===== src/rtl/uart_tx_arbiter_pkg.sv =====
// Shared definitions for the round-robin UART transmit arbiter.
package uart_tx_arbiter_pkg;

    typedef enum logic [1:0] {
        ARB    = 2'b00,
        LAUNCH = 2'b01,
        WAIT   = 2'b10
    } arb_state_t;

    localparam int unsigned CLK_FREQ = 100000000;
    localparam int unsigned GRANT_W  = 3;

endpackage


===== src/rtl/uart_tx_arbiter_tx.sv =====
// Byte-wide UART transmitter: 1 start bit, 8 data bits LSB first, 1 stop bit.
module uart_tx
    import uart_tx_arbiter_pkg::*;
#(
    parameter logic [16:0] freq = 17'd115200
) (
    input  logic       clk,
    input  logic       rst,
    input  logic       tx_en,
    input  logic [7:0] d_in,
    output logic       seri_out,
    output logic       done
);

    localparam int unsigned FREQ_I   = freq;
    localparam int unsigned BIT_CLKS = 8 * (CLK_FREQ / (FREQ_I * 8));
    localparam int unsigned CNT_W    = (BIT_CLKS > 1) ? $clog2(BIT_CLKS) : 1;

    logic [9:0]       shreg;
    logic [3:0]       bit_idx;
    logic [CNT_W-1:0] cnt;
    logic             loaded;
    logic             active;

    // The frame is loaded one cycle before the start bit appears on the line.
    always_ff @(posedge clk) begin
        if (rst) begin
            shreg    <= '1;
            bit_idx  <= '0;
            cnt      <= '0;
            loaded   <= 1'b0;
            active   <= 1'b0;
            seri_out <= 1'b1;
            done     <= 1'b0;
        end else begin
            done <= 1'b0;
            if (loaded) begin
                loaded   <= 1'b0;
                active   <= 1'b1;
                cnt      <= '0;
                bit_idx  <= '0;
                seri_out <= shreg[0];
                shreg    <= {1'b1, shreg[9:1]};
            end else if (active) begin
                if (cnt == CNT_W'(BIT_CLKS - 1)) begin
                    cnt <= '0;
                    if (bit_idx == 4'd9) begin
                        active   <= 1'b0;
                        done     <= 1'b1;
                        seri_out <= 1'b1;
                    end else begin
                        bit_idx  <= bit_idx + 4'd1;
                        seri_out <= shreg[0];
                        shreg    <= {1'b1, shreg[9:1]};
                    end
                end else begin
                    cnt <= cnt + 1'b1;
                end
            end else if (tx_en) begin
                shreg  <= {1'b1, d_in, 1'b0};
                loaded <= 1'b1;
            end
        end
    end

endmodule


===== src/rtl/uart_tx_arbiter.sv =====
// Round-robin arbiter sharing one uart_tx among NUM_REQ byte producers.
module uart_tx_arbiter
    import uart_tx_arbiter_pkg::*;
#(
    parameter int unsigned NUM_REQ = 4,
    parameter logic [16:0] freq    = 17'd115200
) (
    input  logic                 clk,
    input  logic                 rst,
    input  logic [NUM_REQ-1:0]   req_valid,
    input  logic [8*NUM_REQ-1:0] req_data,
    output logic [NUM_REQ-1:0]   req_ready,
    output logic [GRANT_W-1:0]   grant_id,
    output logic                 seri_out,
    output logic                 busy,
    output logic                 sent,
    output logic [GRANT_W-1:0]   sent_id
);

    localparam int unsigned SUM_W = GRANT_W + 1;

    arb_state_t         state;
    logic [GRANT_W-1:0] rr_ptr;
    logic [GRANT_W-1:0] winner;
    logic [SUM_W-1:0]   rr_sum;
    logic [7:0]         valid_ext;
    logic [63:0]        data_ext;
    logic               any_valid;
    logic               accept_ok;
    logic [7:0]         data_reg;
    logic               tx_en;
    logic               tx_done;

    assign valid_ext = 8'(req_valid);
    assign data_ext  = 64'(req_data);

    // Search rr_ptr+1, rr_ptr+2, ... so the last winner has the lowest priority.
    always_comb begin
        winner    = rr_ptr;
        any_valid = 1'b0;
        rr_sum    = '0;
        for (int unsigned k = 1; k <= NUM_REQ; k++) begin
            rr_sum = {1'b0, rr_ptr} + SUM_W'(k);
            if (rr_sum >= SUM_W'(NUM_REQ))
                rr_sum = rr_sum - SUM_W'(NUM_REQ);
            if (!any_valid && valid_ext[rr_sum[GRANT_W-1:0]]) begin
                winner    = rr_sum[GRANT_W-1:0];
                any_valid = 1'b1;
            end
        end
    end

    // No accept in the cycle sent is high, so the next accept follows it.
    assign accept_ok = (state == ARB) && any_valid && !sent;
    assign tx_en     = (state == LAUNCH);

    always_comb begin
        req_ready = '0;
        for (int unsigned i = 0; i < NUM_REQ; i++)
            req_ready[i] = accept_ok && (winner == GRANT_W'(i));
    end

    always_ff @(posedge clk) begin
        if (rst) begin
            state    <= ARB;
            rr_ptr   <= GRANT_W'(NUM_REQ - 1);
            grant_id <= '0;
            busy     <= 1'b0;
            sent     <= 1'b0;
            sent_id  <= '0;
            data_reg <= '0;
        end else begin
            sent <= 1'b0;
            case (state)
                ARB: begin
                    if (accept_ok) begin
                        data_reg <= data_ext[{winner, 3'b000} +: 8];
                        grant_id <= winner;
                        rr_ptr   <= winner;
                        busy     <= 1'b1;
                        state    <= LAUNCH;
                    end
                end
                LAUNCH: state <= WAIT;
                WAIT: begin
                    if (tx_done) begin
                        sent    <= 1'b1;
                        sent_id <= grant_id;
                        busy    <= 1'b0;
                        state   <= ARB;
                    end
                end
                default: begin
                    state <= ARB;
                    busy  <= 1'b0;
                end
            endcase
        end
    end

    uart_tx #(.freq(freq)) u_tx (
        .clk      (clk),
        .rst      (rst),
        .tx_en    (tx_en),
        .d_in     (data_reg),
        .seri_out (seri_out),
        .done     (tx_done)
    );

endmodule


===== config.mk =====
export PLATFORM = sky130hd
export DESIGN_NAME = uart_tx_arbiter
export DESIGN_NICKNAME = d
export VERILOG_FILES = /design/src/rtl/uart_tx_arbiter_pkg.sv /design/src/rtl/uart_tx_arbiter_tx.sv /design/src/rtl/uart_tx_arbiter.sv
export SDC_FILE = /design/constraint.sdc
export NUM_CORES = 1
export LEC_CHECK = 0
export BUFFER_PORTS_ARGS = -buffer_cell sky130_fd_sc_hd__buf_2
export CORE_UTILIZATION = 43
export DETAILED_ROUTE_END_ITERATION = 10
export PLACE_DENSITY = 0.67
export SYNTH_ARGS = -nofsm -noshare
export SYNTH_HDL_FRONTEND = slang
export SYNTH_SLANG_ARGS = --single-unit
export TNS_END_PERCENT = 50

===== constraint.sdc =====
create_clock -name clk -period 2.7 [get_ports clk]
set_input_delay 0.135 -clock clk [delete_from_list [all_inputs] [get_ports clk]]
set_output_delay 0.135 -clock clk [all_outputs]
set_load 0.1 [all_outputs]

# Yosys cells after proc, flatten, opt, wreduce, memory -nomap -nowiden
# Cells that the tools add are included.
dict set report totals {
  reg_bits 49
  latchBits 0
  ramBits 0
  mem_bits_ro 0
  in_bits 38
  out_inout_bits 13
  word_cells 126
  mem_count 0
}
dict set report op_classes {
  n_addsub 10
  mul 0
  div_mod_pow 0
  magnitude_cmp 8
  n_eq_ne 13
  shifts 1
  muxes 43
  n_bitwise 5
  n_reduce_logical 31
}
# cell count
set ops {}
lappend ops {{64-bit by 7-bit indexed part select with 8-bit output} 1}
lappend ops {{10-bit two-way mux} 5}
lappend ops {{3-bit two-way mux} 8}
lappend ops {{1-bit two-way mux} 21}
lappend ops {{4-bit by 3-bit greater-or-equal comparator with 1-bit output (second input constant)} 4}
lappend ops {{3-bit by 4-bit < comparator with 1-bit output (second input constant)} 4}
lappend ops {{1-bit binary-select mux with 3-bit select} 4}
lappend ops {{3-bit AND reduction} 4}
lappend ops {{3-bit subtractor (second input constant)} 4}
lappend ops {{10-bit by 1-bit adder with 10-bit output (second input constant)} 1}
lappend ops {{10-bit == test (second input constant)} 1}
lappend ops {{1-bit logical AND} 9}
lappend ops {{9-bit two-way mux} 1}
lappend ops {{3-bit by 2-bit adder with 4-bit output (second input constant)} 2}
lappend ops {{2-bit AND reduction} 4}
lappend ops {{3-bit by 2-bit == test with 1-bit output (second input constant)} 2}
lappend ops {{2-bit inequality test (second input constant)} 3}
lappend ops {{3-bit by 2-bit inequality test with 1-bit output (second input constant)} 2}
lappend ops {{2-bit one-hot mux with 3 select lines} 1}
lappend ops {{2-bit nonzero test} 3}
lappend ops {{1-bit inverter} 5}
lappend ops {{3-bit by 1-bit adder with 4-bit output (second input constant)} 1}
lappend ops {{3-bit by 3-bit adder with 4-bit output (second input constant)} 1}
lappend ops {{4-bit by 1-bit adder with 4-bit output (second input constant)} 1}
lappend ops {{14 further kinds} 19}

# Longest topological paths before layout
# Gate-level depths: netlist (run 1).
dict set report depth {
  depth_word 19
  mapped_depth 11
  mapped_depth_nobuf 8
}

# By module
# From an unflattened synthesis (run 1), not the netlist that was laid out.
dict set report hier_totals {
  cells_unflattened 301
  hier_area_um2 2787.7
}
# mod instances cells_per_inst area_per_inst_um2 seq_area_each_um2
set by_module_without_submodules {}
lappend by_module_without_submodules {uart_tx_arbiter 1 161 1501.4 400.4}
lappend by_module_without_submodules {uart_tx 1 140 1286.2 540.5}

# Worst setup path before layout (run 1)
# Ideal clock, no wire load.
dict set report synth_timing {
  path_type {reg2out}
  startpoint {register rr_ptr[0]}
  endpoint {output req_ready[2]}
  arrival_ns 4.215
  t_required_ns 2.565
  setup_slack_ns -1.650
  path_stages_with_launch 10
  path_buffers 2
  path_cell_list {dfxtp_1 > buf_6 > inv_1 > ha_1 > buf_6 > mux4_2 > a222oi_1 > o211a_4 > nor2_1 > nor3_1}
}
dict set report synth_between {
  elab_chain_len 18
  elab_cells_between_ends 42
  classes_between {8 x add/sub; 4 x order compare; 1 x eq/ne; 20 x mux; 9 x reduce/logical}
}
# element line_no
set synth_rtl {}
lappend synth_rtl {{start: declaration} uart_tx_arbiter.sv:23} ;# logic [GRANT_W-1:0] rr_ptr;
lappend synth_rtl {{start signal: assignment} uart_tx_arbiter.sv:66} ;# rr_ptr <= GRANT_W'(NUM_REQ - 1);
lappend synth_rtl {{start signal: assignment} uart_tx_arbiter.sv:79} ;# rr_ptr <= winner;
lappend synth_rtl {{parallel branches: the longest is 17 deep, another holds 3-bit by 1-bit adder with 4-bit output} -}
lappend synth_rtl {{1-bit logical AND (*)} uart_tx_arbiter.sv:60} ;# req_ready[i] = accept_ok && (winner == GRANT_W'(i));
lappend synth_rtl {{end: declaration} uart_tx_arbiter.sv:12} ;# output logic [NUM_REQ-1:0] req_ready,
# Mark *: on every way between the ends. The select of a mux whose other input is x is not followed.

# Worst setup path in the final report (run 1)
dict set report layout_timing {
  startpoint {register rr_ptr[0]}
  endpoint {output req_ready[3]}
}
# Same word-level chain as after synthesis.

==> PnR_summary.wiki, run 1 <==
{| class="wikitable"
! Metric !! Value
|-
| Run status || completed
|-
| Cells taking the most area after synthesis || sky130_fd_sc_hd__dfxtp_1 (36%), sky130_fd_sc_hd__nor2_1 (6.1%), sky130_fd_sc_hd__nand2_1 (4.8%), sky130_fd_sc_hd__and3_1 (4.3%), sky130_fd_sc_hd__o21ai_2 (3.0%)
|-
| Initial antenna violation count || 0
|-
| Class of the most critical setup path || reg -> out
|-
| Timing-limited maximum frequency || about 370 MHz
|-
| Minimum setup slack after placement || ~45 ps
|-
| Number of global-route vias before repair || 2136
|-
| Worst path cell trace || inv_4 > ha_4 > mux4_2 > a222oi_1 > buf_4 > buf_6 > a31o_4 > or3_4 > nor2_4 > buf_12
|-
| Worst path depth || 10
|-
| Routed wire length on met2 || 2760 um
|-
| Final cell count without fillers || between 400 and 500
|-
| Predominant post-synthesis flop cell || sky130_fd_sc_hd__dfxtp_1
|-
| Fraction of layout instances using a drive strength above 1 || 0.321
|-
| Maximum single-stage delay on the critical path || 500 ps
|-
| DRT Pass-1 Iters || 4
|-
| Final weighted congestion in routability-driven placement || 0.902
|-
| First-pass GRT wire length || between 9000 and 10000 um
|-
| Depth of the CTS H-tree || 2
|-
| Startpoint of the worst-slack reg-to-reg timing path || rr_ptr[1]
|-
| Synth Net Count || 345
|-
| Post-route standard cell area excluding fillers || approximately 0.0033 mm2
|-
| Clock latency at the later pin of the worst-skew pair || ~300 ps
|-
| CTS Root Buffer Type || sky130_fd_sc_hd__clkbuf_8
|-
| Summed instance area of the synthesized netlist || between 0.002 and 0.003 mm2
|-
| Total buffers and inverters traversed by the critical path || 4
|-
| Placement-stage cell area || 0.00304 mm2
|-
| Horizontal die dimension || roughly 80 um
|-
| Die height || about 80 um
|-
| Number of placement rows || 27
|-
| Total Routed Length || roughly 5800 um
|-
| Gate count of the mapped netlist || between 300 and 400
|-
| Max stage delay cell, worst path || sky130_fd_sc_hd__mux4_2
|-
| Startpoint type of the worst setup path || flip-flop
|-
| Length of routed met3 wiring || 230 um
|-
| Proportion of register bits with asynchronous set or reset after synthesis || 0
|-
| Detailed placer's ending HPWL || around 4200 um
|-
| Effective utilization at floorplan || 0.457
|-
| Number of flip-flops in the largest register || 10
|-
| Critical path startpoint || rr_ptr[0]
|-
| Register-to-register path setup slack || roughly 100 ps
|-
| Fin. max-slew vios || 0
|-
| Syn-to-layout area delta || 26.8%
|-
| Worst Setup End Kind || output port
|-
| Final TNS setup || 0 ps
|-
| Leakage || ~1.4 nW
|-
| Transition time at the pin with the least slew margin || approximately 560 ps
|-
| Final setup violation count || 0
|-
| Via-per-instance ratio || 5.30
|-
| Total Nets Final || 407
|-
| Post-Synthesis Mean Instance Area || approximately 8.6 um2
|-
| Total power divided by cell area || 1260 mW/mm2
|-
| Number of CTS-inserted buffers || 5
|-
| Max clock buf depth || 2
|-
| Yosys warning count || 0
|-
| RR Endpoint || data_reg[5]
|-
| Highest signal layer in the routed design || met4
|-
| Final worst setup slack || between 30 and 40 ps
|-
| Worst Setup EP || req_ready[3]
|-
| Required time worst endpoint || approximately 2600 ps
|-
| Data arrival time of the critical path || ~2500 ps
|-
| Final design utilization || 0.580
|-
| Clock tree from TritonCTS || built
|-
| DIE AREA || approximately 0.0063 mm2
|-
| Top-level port count || slightly above 50
|-
| Antenna Diode Count || 0
|-
| Wirelength per Cell || around 13 um
|-
| Number of sinks driven by the clock tree || 47
|-
| Maximum fanout along the worst path || 3
|-
| Total of flip-flops plus latches after synthesis || 47
|-
| Class of the worst hold path || in -> reg
|-
| Area leader, netlist || sky130_fd_sc_hd__dfxtp_1
|-
| Setup repair after global routing missed its margin || true
|-
| Number of design-rule violations left by the first detailed-router iteration || 151
|-
| Number of cells on the worst reg-to-reg path || 12
|-
| Maximum number of pins on one net before global-route repair || 34
|-
| Clock period minus final worst setup slack || about 2700 ps
|-
| Kind of cell with the highest combined delay on the critical path || multiplexers
|-
| Residual DRC || 0
|-
| Final clock period utilization by the worst path || 0.988
|-
| Final count of hold timing violations || 0
|-
| Top cell type's share of synthesized area || 0.363
|-
| Most common cell after layout, fill and taps aside || sky130_fd_sc_hd__buf_2
|-
| Sequential-to-total area share from yosys stat || 0.363
|-
| Yosys cell types || 52
|-
| IR drop worst, VDD || 0.000632 V
|-
| Top library cells by usage in the layout, fill and taps aside || sky130_fd_sc_hd__buf_2 (46), sky130_fd_sc_hd__dfxtp_1 (45), sky130_fd_sc_hd__nor2_1 (39)
|-
| Number of flops mapped to enable cells by yosys || 0
|-
| Placed cell count || 419
|-
| Clock tree skew after final layout || 6.55 ps
|-
| Met1 Routed Length || 2740 um
|-
| Total congestion overflow || 0
|-
| Number of port buffers || 50
|-
| Reg clk slew, reported paths || 90 ps
|-
| Via count of the routed design || ~2300
|-
| Tot GR Track Use || 0.195
|-
| Count of nets left with antenna violations after detail routing || 0
|-
| Number of maximum-capacitance constraint violations || 0
|-
| Tightest slew margin relative to the limit || 0.624
|-
| Core Region || around 0.0057 mm2
|}
[synth_stat cells, drive strengths merged, types with 4 or more instances]
master,instances
dfxtp,47
nor2,42
nand2,33
and3,18
o21ai,14
or3,10
a21boi,9
a31oi,8
buf,8
clkbuf,8
o211ai,8
o21bai,8
xor2,8
mux2i,6
nand3,6
a21oi,5
ha,5
inv,5
mux2,5
nand2b,4
nand4,4
nor3,4
nor3b,4
or2,4
xnor2,4
[worst min path at each step]
stage	startpoint	endpoint	slack (ps)	depth (start not counted)
6_report	req_data[0]	data_reg[0]	150	3
5_1_grt	req_data[4]	data_reg[4]	160	3
4_1_cts	req_data[4]	data_reg[4]	150	3
3_5_place_dp	req_data[0]	data_reg[0]	460	3
3_3_place_gp	busy	busy	440	2
2_1_floorplan	rst	u_tx.shreg[0]	240	1
[worst reg2reg max path, stage by stage (launching register included)]
cell,delay (ps)
sky130_fd_sc_hd__dfxtp_2,340
sky130_fd_sc_hd__inv_2,50
sky130_fd_sc_hd__ha_4,240
sky130_fd_sc_hd__mux4_2,340
sky130_fd_sc_hd__a222oi_1,60
sky130_fd_sc_hd__buf_4,160
sky130_fd_sc_hd__buf_6,110
sky130_fd_sc_hd__a31o_4,230
sky130_fd_sc_hd__buf_6,130
sky130_fd_sc_hd__buf_4,150
sky130_fd_sc_hd__nor3_4,350
sky130_fd_sc_hd__o21ai_1,170
sky130_fd_sc_hd__a31oi_1,190
[logic make-up after synthesis]
kind of cell,Yosys count,synth area share
AND/OR/NAND/NOR,138,0.267
AO/OA/AOI/OAI,65,0.189
XOR/XNOR,12,0.0405
adder cells (fa/ha/maj),5,0.0241
multiplexers,14,0.0723
buffers and inverters,21,0.0444
flip-flops,47,0.363
[timing repair]
action                                  in CTS  in global routing
hold buffers                                 0                  0
endpoints found under the setup margin       4                 12
buffers inserted                             7                  3
gates resized for setup                      2                 12
endpoints found under the hold margin        0                  0
pin swaps                                    5                  8
[metal layers]
metal	GRT usage	up-vias
li1	-	1191
met1	0.255	1064
met2	0.327	54
met3	0.0366	7
met4	0.0491	0
met5	0	-
[area by class of cell]
type / count / area [um2]
Tap cell: 72 / 90.1
Clock inverter: 2 / 35.0
Inverter: 5 / 21.3
Sequential cell: 47 / 946
Clock buffer: 6 / 82.6
Timing Repair Buffer: 71 / 483
Fill cell: 507 / 2380
Multi-Input combinational cell: 234 / 1630
[power breakdown]
part,total [mW],internal (mW),switching [mW]
registers,0.938,0.842,0.0959
logic,2.66,1.14,1.53
clock network,0.535,0.300,0.235
[metrics by stage]
| stage | hold WS, ps | power, mW |
|---|---|---|
| after CTS | 147 | 4.02 |
| after floorplan | 241 | 2.78 |
| final | 153 | 4.14 |
| after detailed placement | 459 | 3.35 |
| after global placement | 443 | 3.33 |
| after global routing | 160 | 4.40 |
No activity file was read; power rests on OpenSTA's default activity.
==> inputs of run 2 (changes only) <==
==> constraint.sdc (replaced) <==
create_clock -name clk -period 2.7 [get_ports clk]
set_input_delay 0.54 -clock clk [delete_from_list [all_inputs] [get_ports clk]]
set_output_delay 0.54 -clock clk [all_outputs]
set_load 0.1 [all_outputs]
==> run 2 against run 1 <==
Net effect:
- the flow now finishes with violations (setup timing)
- worst setup slack got worse by 380 ps
- sequential share of layout area fell by 0.11 points
- final cell count rose by 1.4%
- non-clock buffer count rose by 6
- power fell by 0.84%
- combinational power barely moved
- sequential power fell by 0.9%
- register-to-register slack got worse by 60 ps
- flip-flop and latch count did not move
- worst hold slack improved by 310 ps
- clock power fell by 5.8%
- critical endpoint is now req_ready[2]
==> PnR_summary.wiki, run 2 (synthesis results as in run 1) <==
{| class="wikitable"
! Metric !! Value
|-
| Run status || finished with violations
|-
| Violations in the final reports || setup timing
|-
| Data arrival time of the critical path || 2510 ps (-20 ps)
|-
| Total Nets Final || 413 (+1.5%)
|-
| Tightest slew margin relative to the limit || 0.672 (+0.0476)
|-
| Reg clk slew, reported paths || 90 ps (about the same)
|-
| Number of sinks driven by the clock tree || 47 (unchanged)
|-
| Clock tree from TritonCTS || built
|-
| Most common cell after layout, fill and taps aside || sky130_fd_sc_hd__buf_2
|-
| Startpoint type of the worst setup path || flip-flop
|-
| Leakage || 1.43 nW (+1.0%)
|-
| Class of the worst hold path || reg -> reg
|-
| Final cell count without fillers || 443 (+1.4%)
|-
| Initial antenna violation count || 0 (unchanged)
|-
| Placed cell count || 431 (+2.9%)
|-
| Residual DRC || 0 (unchanged)
|-
| Count of nets left with antenna violations after detail routing || 0 (unchanged)
|-
| Clock period minus final worst setup slack || 3050 ps (+384 ps)
|-
| Maximum number of pins on one net before global-route repair || 33 (-2.9%)
|-
| Wirelength per Cell || 12.9 um (-2.6%)
|-
| First-pass GRT wire length || 9850 um (+1.2%)
|-
| Count of hold-fix buffers inserted at cts || 0 (unchanged)
|-
| Fin. max-slew vios || 0 (unchanged)
|-
| Number of design-rule violations left by the first detailed-router iteration || 223 (+48%)
|-
| Fill cells || 512 (+0.99%)
|-
| CTS Root Buffer Type || sky130_fd_sc_hd__clkbuf_8
|-
| Number of placement rows || 27 (unchanged)
|-
| Final clock period utilization by the worst path || 1.13 (+0.142)
|-
| Effective utilization at floorplan || 0.457 (unchanged)
|-
| Tot GR Track Use || 0.195 (about the same)
|-
| Worst Setup End Kind || output port
|-
| Syn-to-layout area delta || 27.3%
|-
| Depth of the CTS H-tree || 2 (unchanged)
|-
| Core Region || 0.00568 mm2 (unchanged)
|-
| Antenna Diode Count || 0 (unchanged)
|-
| IR drop worst, VDD || 0.000648 V (+2.5%)
|-
| Die height || 79.7 um (unchanged)
|-
| Total Routed Length || 5720 um (-1.2%)
|-
| Number of port buffers || 50 (unchanged)
|-
| DRT Pass-1 Iters || 5 (+1)
|-
| Number of global-route vias before repair || 2178 (+2.0%)
|-
| DIE AREA || 0.00635 mm2 (unchanged)
|-
| Clock latency at the later pin of the worst-skew pair || 300 ps (about the same)
|-
| Max clock buf depth || 2 (unchanged)
|-
| Combined area of the multi-input logic cells || 0.00162 mm2 (-0.84%)
|-
| Via count of the routed design || 2371 (+2.4%)
|-
| Top library cells by usage in the layout, fill and taps aside || sky130_fd_sc_hd__buf_2 (46), sky130_fd_sc_hd__dfxtp_1 (45), sky130_fd_sc_hd__nor2_1 (39)
|-
| Setup repair after global routing missed its margin || true
|-
| Horizontal die dimension || 79.7 um (unchanged)
|-
| Timing-limited maximum frequency || 328 MHz (-13%)
|-
| Total congestion overflow || 0 (unchanged)
|-
| Register-to-register path setup slack || 40 ps (-60 ps)
|-
| Final count of hold timing violations || 0 (unchanged)
|-
| Sequential standard cell area || 946 um2 (unchanged)
|-
| Top-level port count || 51 (unchanged)
|-
| Class of the most critical setup path || reg -> out
|-
| Clock tree skew after final layout || 11.3 ps (+4.74 ps)
|-
| Maximum fanout along the worst path || 3 (unchanged)
|-
| Required time worst endpoint || 2160 ps (-410 ps)
|-
| Final weighted congestion in routability-driven placement || 0.820 (-9.1%)
|-
| Final worst setup slack || -352 ps (-384 ps)
|-
| Number of maximum-capacitance constraint violations || 0 (unchanged)
|-
| Transition time at the pin with the least slew margin || 492 ps (-71.4 ps)
|-
| Fraction of layout instances using a drive strength above 1 || 0.323 (+0.00290)
|-
| Post-layout total power || 4.10 mW (-0.84%)
|-
| Final setup violation count || 4 (+4)
|-
| Number of flip-flops in the largest register || 10 (unchanged)
|-
| Final TNS setup || -1250 ps (-1250 ps)
|-
| Final design utilization || 0.582 (+0.00220)
|-
| Total power divided by cell area || 1240 mW/mm2 (-1.2%)
|-
| Detailed placer's ending HPWL || 4240 um (+2.0%)
|-
| Number of CTS-inserted buffers || 5 (unchanged)
|-
| Via-per-instance ratio || 5.35 (+0.99%)
|}
-- run 2: cell count changes in the layout (fill, tap and decap cells not counted), sizes merged --
| cell | before | now |
|---|---|---|
| buf | 71 | 77 |
| clkbuf | 6 | 7 |
| clkinv | 1 | 0 |
-- run 2: final timing paths --
| kind | from | end | depth (start not counted) |
|---|---|---|---|
| worst max-delay path | rr_ptr[0] | req_ready[2] | 9 |
| worst min-delay path | busy | busy | 2 |
| worst max register to register | rr_ptr[0] | data_reg[6] | 11 |
| worst min register to register | busy | busy | 2 |
-- run 2: layer usage --
metal	wire length (um)	track usage	up-vias
met1	2830	0.267	1074
met5	0	0	-
met3	236	0.0354	11
li1	-	-	1209
met2	2550	0.306	77
met4	98	0.0655	0
-- run 2: through the flow --
stage                     area, um2  hold slack (ps)  setup slack [ps]
final                          3300              468              -352
after global routing           3300              488              -440
after CTS                      3280              471              -309
after detailed placement       3130              458              -167
after global placement         3130              447             -95.9
after floorplan                2660              449              -726
-- run 2: final cells by class --
class,instances,share of cell area
clock inverter,1,0.00909
tap,72,0.0273
clock buffer,7,0.0231
sequential,47,0.286
timing repair buffer,77,0.158
inverter,5,0.00644
multi-input combinational,234,0.490
-- run 2: critical path, cell delays in order (launching register included) --
cell and delay, ps:
sky130_fd_sc_hd__dfxtp_4 370, sky130_fd_sc_hd__inv_4 30, sky130_fd_sc_hd__ha_4 260, sky130_fd_sc_hd__mux4_2 510
sky130_fd_sc_hd__a222oi_1 250, sky130_fd_sc_hd__buf_4 180, sky130_fd_sc_hd__o211a_4 180, sky130_fd_sc_hd__nor2_4 50
sky130_fd_sc_hd__nor3_4 160, sky130_fd_sc_hd__buf_12 200
-- run 2: report_power, final --
group	internal (mW)	total, mW	switching, mW
sequential	0.842	0.930	0.0885
clock	0.277	0.504	0.227
combinational	1.13	2.67	1.54
-- run 2: timing repair --
| item | in CTS | in global routing |
|---|---|---|
| pin swaps | 8 | 5 |
| setup endpoints to repair | 12 | 12 |
| resized for setup | 7 | 3 |
| setup buffers | 3 | 1 |
==> inputs of run 3 (changes only) <==
ABC_AREA = 1   (was unset)
SYNTH_HIERARCHICAL = 1   (was unset)
==> run 3 against run 2 <==
Net effect:
- the run still ends with setup timing left
- worst hold slack lost 23 ps
- core utilization is 1.3 points lower
- via count rose by 13%
- global-route usage up 1.0 points
- count of clock-buffer cells in the layout shrank 2
- critical path depth grew 3
- synthesized cell count is 25% higher
- die area is 7.8% higher
- power rose by 33%
- wire length rose by 16%
- non-clock buffer count shrank 7
- first-iteration DRC count shrank 58%
- critical endpoint is now req_ready[0]
- highest routed layer unchanged
==> PnR_summary.wiki, run 3 <==
{| class="wikitable"
! Metric !! Value
|-
| Most common library cells after synthesis || sky130_fd_sc_hd__nand3_1 (92), sky130_fd_sc_hd__nand2_1 (65), sky130_fd_sc_hd__dfxtp_1 (47)
|-
| Class of the worst hold path || reg -> reg
|-
| Core Region || 0.00631 mm2 (+11%)
|-
| Clock tree skew after final layout || 6.31 ps (-4.98 ps)
|-
| Clock tree from TritonCTS || built
|-
| Total Nets Final || 484 (+17%)
|-
| Most common cell after layout, fill and taps aside || sky130_fd_sc_hd__nand3_1
|-
| Maximum number of pins on one net before global-route repair || 20 (-39%)
|-
| Fill cells || 583 (+14%)
|-
| Final count of hold timing violations || 0 (unchanged)
|-
| Tot GR Track Use || 0.205 (+0.00997)
|-
| Count of hold-fix buffers inserted at cts || 0 (unchanged)
|-
| Number of placement rows || 29 (+7.4%)
|-
| Worst Setup End Kind || output port
|-
| Total buffers and inverters traversed by the critical path || 4 (+1)
|-
| Required time worst endpoint || 2160 ps (about the same)
|-
| Max stage delay cell, worst path || sky130_fd_sc_hd__dfxtp_4
|-
| Initial antenna violation count || 0 (unchanged)
|-
| Predominant post-synthesis flop cell || sky130_fd_sc_hd__dfxtp_1
|-
| Yosys cell types || 38 (-27%)
|-
| Final weighted congestion in routability-driven placement || 0.834 (+1.7%)
|-
| Number of global-route vias before repair || 2407 (+11%)
|-
| Worst path cell trace || inv_8 > ha_4 > inv_6 > nand3_4 > nand3_4 > buf_12 > nand2_4 > nand2_4 > nand2_8 > nand2_8 > nor3_4 > buf_12
|-
| Detailed placer's ending HPWL || 4490 um (+6.0%)
|-
| Reg clk slew, reported paths || 90 ps (about the same)
|-
| Number of port buffers || 50 (unchanged)
|-
| Number of flops mapped to enable cells by yosys || 0 (unchanged)
|-
| Violations in the final reports || setup timing
|-
| Final TNS setup || -44.3 ps (+1200 ps)
|-
| Top cell type's share of synthesized area || 0.336 (-0.0270)
|-
| Antenna Diode Count || 0 (unchanged)
|-
| Area leader, netlist || sky130_fd_sc_hd__dfxtp_1
|-
| Data arrival time of the critical path || 2180 ps (-330 ps)
|-
| Final setup violation count || 3 (-1)
|-
| Synth Net Count || 420 (+22%)
|-
| Number of flip-flops in the largest register || 10 (unchanged)
|-
| Gate count of the mapped netlist || 377 (+25%)
|-
| Top library cells by usage in the layout, fill and taps aside || sky130_fd_sc_hd__nand3_1 (89), sky130_fd_sc_hd__nand2_1 (61), sky130_fd_sc_hd__buf_2 (46)
|-
| First-pass GRT wire length || 10800 um (+9.1%)
|-
| Clock latency at the later pin of the worst-skew pair || 300 ps (about the same)
|-
| Class of the most critical setup path || reg -> out
|-
| Dominant cell by count in the synthesized netlist || sky130_fd_sc_hd__nand3_1
|-
| Fin. max-slew vios || 0 (unchanged)
|-
| Residual DRC || 0 (unchanged)
|-
| Die height || 82.8 um (+3.8%)
|-
| Timing-limited maximum frequency || 367 MHz (+12%)
|-
| Number of maximum-capacitance constraint violations || 0 (unchanged)
|-
| Final clock period utilization by the worst path || 1.01 (-0.122)
|-
| Syn-to-layout area delta || 28.2%
|-
| Sequential-to-total area share from yosys stat || 0.336 (-0.0270)
|-
| Yosys warning count || 6 (+6)
|-
| Total of flip-flops plus latches after synthesis || 47 (unchanged)
|-
| Via count of the routed design || 2686 (+13%)
|-
| Final worst setup slack || -23.7 ps (+329 ps)
|-
| Proportion of register bits with asynchronous set or reset after synthesis || 0 (unchanged)
|-
| Cells taking the most area after synthesis || sky130_fd_sc_hd__dfxtp_1 (34%), sky130_fd_sc_hd__nand3_1 (16%), sky130_fd_sc_hd__nand2_1 (8.7%), sky130_fd_sc_hd__nor2_1 (3.7%), sky130_fd_sc_hd__inv_1 (3.5%)
|-
| DRT Pass-1 Iters || 4 (-1)
|-
| Run status || finished with violations
|-
| Leakage || 1.63 nW (+14%)
|-
| Top-level port count || 51 (unchanged)
|-
| Depth of the CTS H-tree || 2 (unchanged)
|-
| Maximum single-stage delay on the critical path || 410 ps (-100 ps)
|-
| Placement-stage cell area || 0.00321 mm2 (+2.3%)
|-
| IR drop worst, VDD || 0.000941 V (+45%)
|-
| Post-layout total power || 5.47 mW (+33%)
|-
| CTS Root Buffer Type || sky130_fd_sc_hd__clkbuf_8
|-
| Effective utilization at floorplan || 0.444 (-0.0131)
|-
| Via-per-instance ratio || 5.18 (-3.3%)
|-
| Kind of cell with the highest combined delay on the critical path || simple AND/OR/NAND/NOR gates
|-
| Maximum fanout along the worst path || 5 (+2)
|-
| Clock period minus final worst setup slack || 2720 ps (-329 ps)
|-
| Summed instance area of the synthesized netlist || 0.00280 mm2 (+8.1%)
|-
| Fraction of layout instances using a drive strength above 1 || 0.353 (+0.0295)
|-
| Post-Synthesis Mean Instance Area || 7.44 um2 (-13%)
|-
| Horizontal die dimension || 82.8 um (+3.8%)
|-
| Startpoint type of the worst setup path || flip-flop
|-
| Number of sinks driven by the clock tree || 47 (unchanged)
|-
| Tightest slew margin relative to the limit || 0.643 (-0.0286)
|-
| Setup repair after global routing missed its margin || true
|-
| Number of design-rule violations left by the first detailed-router iteration || 94 (-58%)
|-
| Number of CTS-inserted buffers || 5 (unchanged)
|-
| Count of nets left with antenna violations after detail routing || 0 (unchanged)
|-
| Final-layout worst hold slack || 444 ps (-23.3 ps)
|-
| DIE AREA || 0.00685 mm2 (+7.8%)
|-
| Max clock buf depth || 2 (unchanged)
|-
| Post-route standard cell area excluding fillers || 0.00359 mm2 (+8.8%)
|-
| Total Routed Length || 6640 um (+16%)
|-
| Wirelength per Cell || 12.8 um (-0.91%)
|-
| Transition time at the pin with the least slew margin || 533 ps (+41.0 ps)
|-
| Total congestion overflow || 0 (unchanged)
|-
| Minimum setup slack after placement || 98.4 ps (+265 ps)
|-
| Total power divided by cell area || 1520 mW/mm2 (+22%)
|}
## run 3: changes by cell type after synthesis, moves of 9 or more
cell                       change
sky130_fd_sc_hd__a21boi_0      -9
sky130_fd_sc_hd__a21oi_1      +13
sky130_fd_sc_hd__and3_1       -18
sky130_fd_sc_hd__inv_1        +21
sky130_fd_sc_hd__nand2_1      +32
sky130_fd_sc_hd__nand2_2      +12
sky130_fd_sc_hd__nand3_1      +86
sky130_fd_sc_hd__nor2_1       -14
sky130_fd_sc_hd__o21ai_2       -9
sky130_fd_sc_hd__or3_1        -10
## run 3: logic make-up after synthesis
family | count (synthesis) | share of synthesized area
AOI/OAI and AO/OA | 30 | 0.0705
xor gates and xnor gates | 5 | 0.0156
adders and majority gates | 5 | 0.0223
buffers and inverters | 49 | 0.0906
DFF | 47 | 0.336
muxes | 7 | 0.0281
and+or+nand+nor | 234 | 0.437
## run 3: worst register-to-register path, cell delays in order (launching register included)
cell	delay, ps
sky130_fd_sc_hd__dfxtp_4	390
sky130_fd_sc_hd__inv_8	60
sky130_fd_sc_hd__buf_4	190
sky130_fd_sc_hd__nand2_1	110
sky130_fd_sc_hd__nand3_1	110
sky130_fd_sc_hd__nand2_2	110
sky130_fd_sc_hd__nor2_4	150
sky130_fd_sc_hd__buf_4	140
sky130_fd_sc_hd__buf_4	100
sky130_fd_sc_hd__nand3_2	250
sky130_fd_sc_hd__nand3_1	190
sky130_fd_sc_hd__nand3_1	90
sky130_fd_sc_hd__nand3_1	110
sky130_fd_sc_hd__a21oi_1	70
## run 3: area by class of cell
cell class	count	area, um2	area share
multi-input cells	281	1780	0.494
repair buffers	70	477	0.133
well taps	77	96.3	0.0268
flip-flops and latches	47	948	0.264
clock buffers	5	68.8	0.0191
inverters	36	160	0.0446
clock inverters	3	67.6	0.0188
## run 3: worst paths after layout
| check | from | to | slack, ps | cells after the start |
|---|---|---|---|---|
| worst min register to register | sent_id[2] | sent_id[2] | 440 | 2 |
| worst max register to register | rr_ptr[0] | data_reg[3] | 510 | 13 |
| worst max-delay path | rr_ptr[0] | req_ready[0] | -20 | 12 |
| worst min-delay path | sent_id[2] | sent_id[2] | 440 | 2 |
## run 3: repair_timing
| item | 4_1_cts | 5_1_grt |
|---|---|---|
| pin swaps | 13 | 8 |
| buffers inserted | 11 | 5 |
| resized for setup | 21 | 7 |
| endpoints found under the setup margin | 4 | 4 |
## run 3: layer usage
metal | global-route usage | wire length (um) | up-vias
li1 | - | - | 1393
met1 | 0.266 | 3100 | 1226
met2 | 0.340 | 3190 | 56
met3 | 0.0341 | 222 | 11
met4 | 0.0741 | 122 | 0
met5 | 0 | 0 | -
## run 3: where the power goes
part           switching (mW)  internal (mW)  total [mW]
Clock                   0.246          0.369       0.615
Combinational            2.41           1.46        3.88
Sequential              0.111          0.862       0.973
## run 3: metrics by stage
step / utilization / instances
after floorplan: - / 377
after global placement: 0.508 / 495
after detailed placement: 0.508 / 495
after CTS: 0.559 / 514
after global routing: 0.569 / 519
final: 0.569 / 519
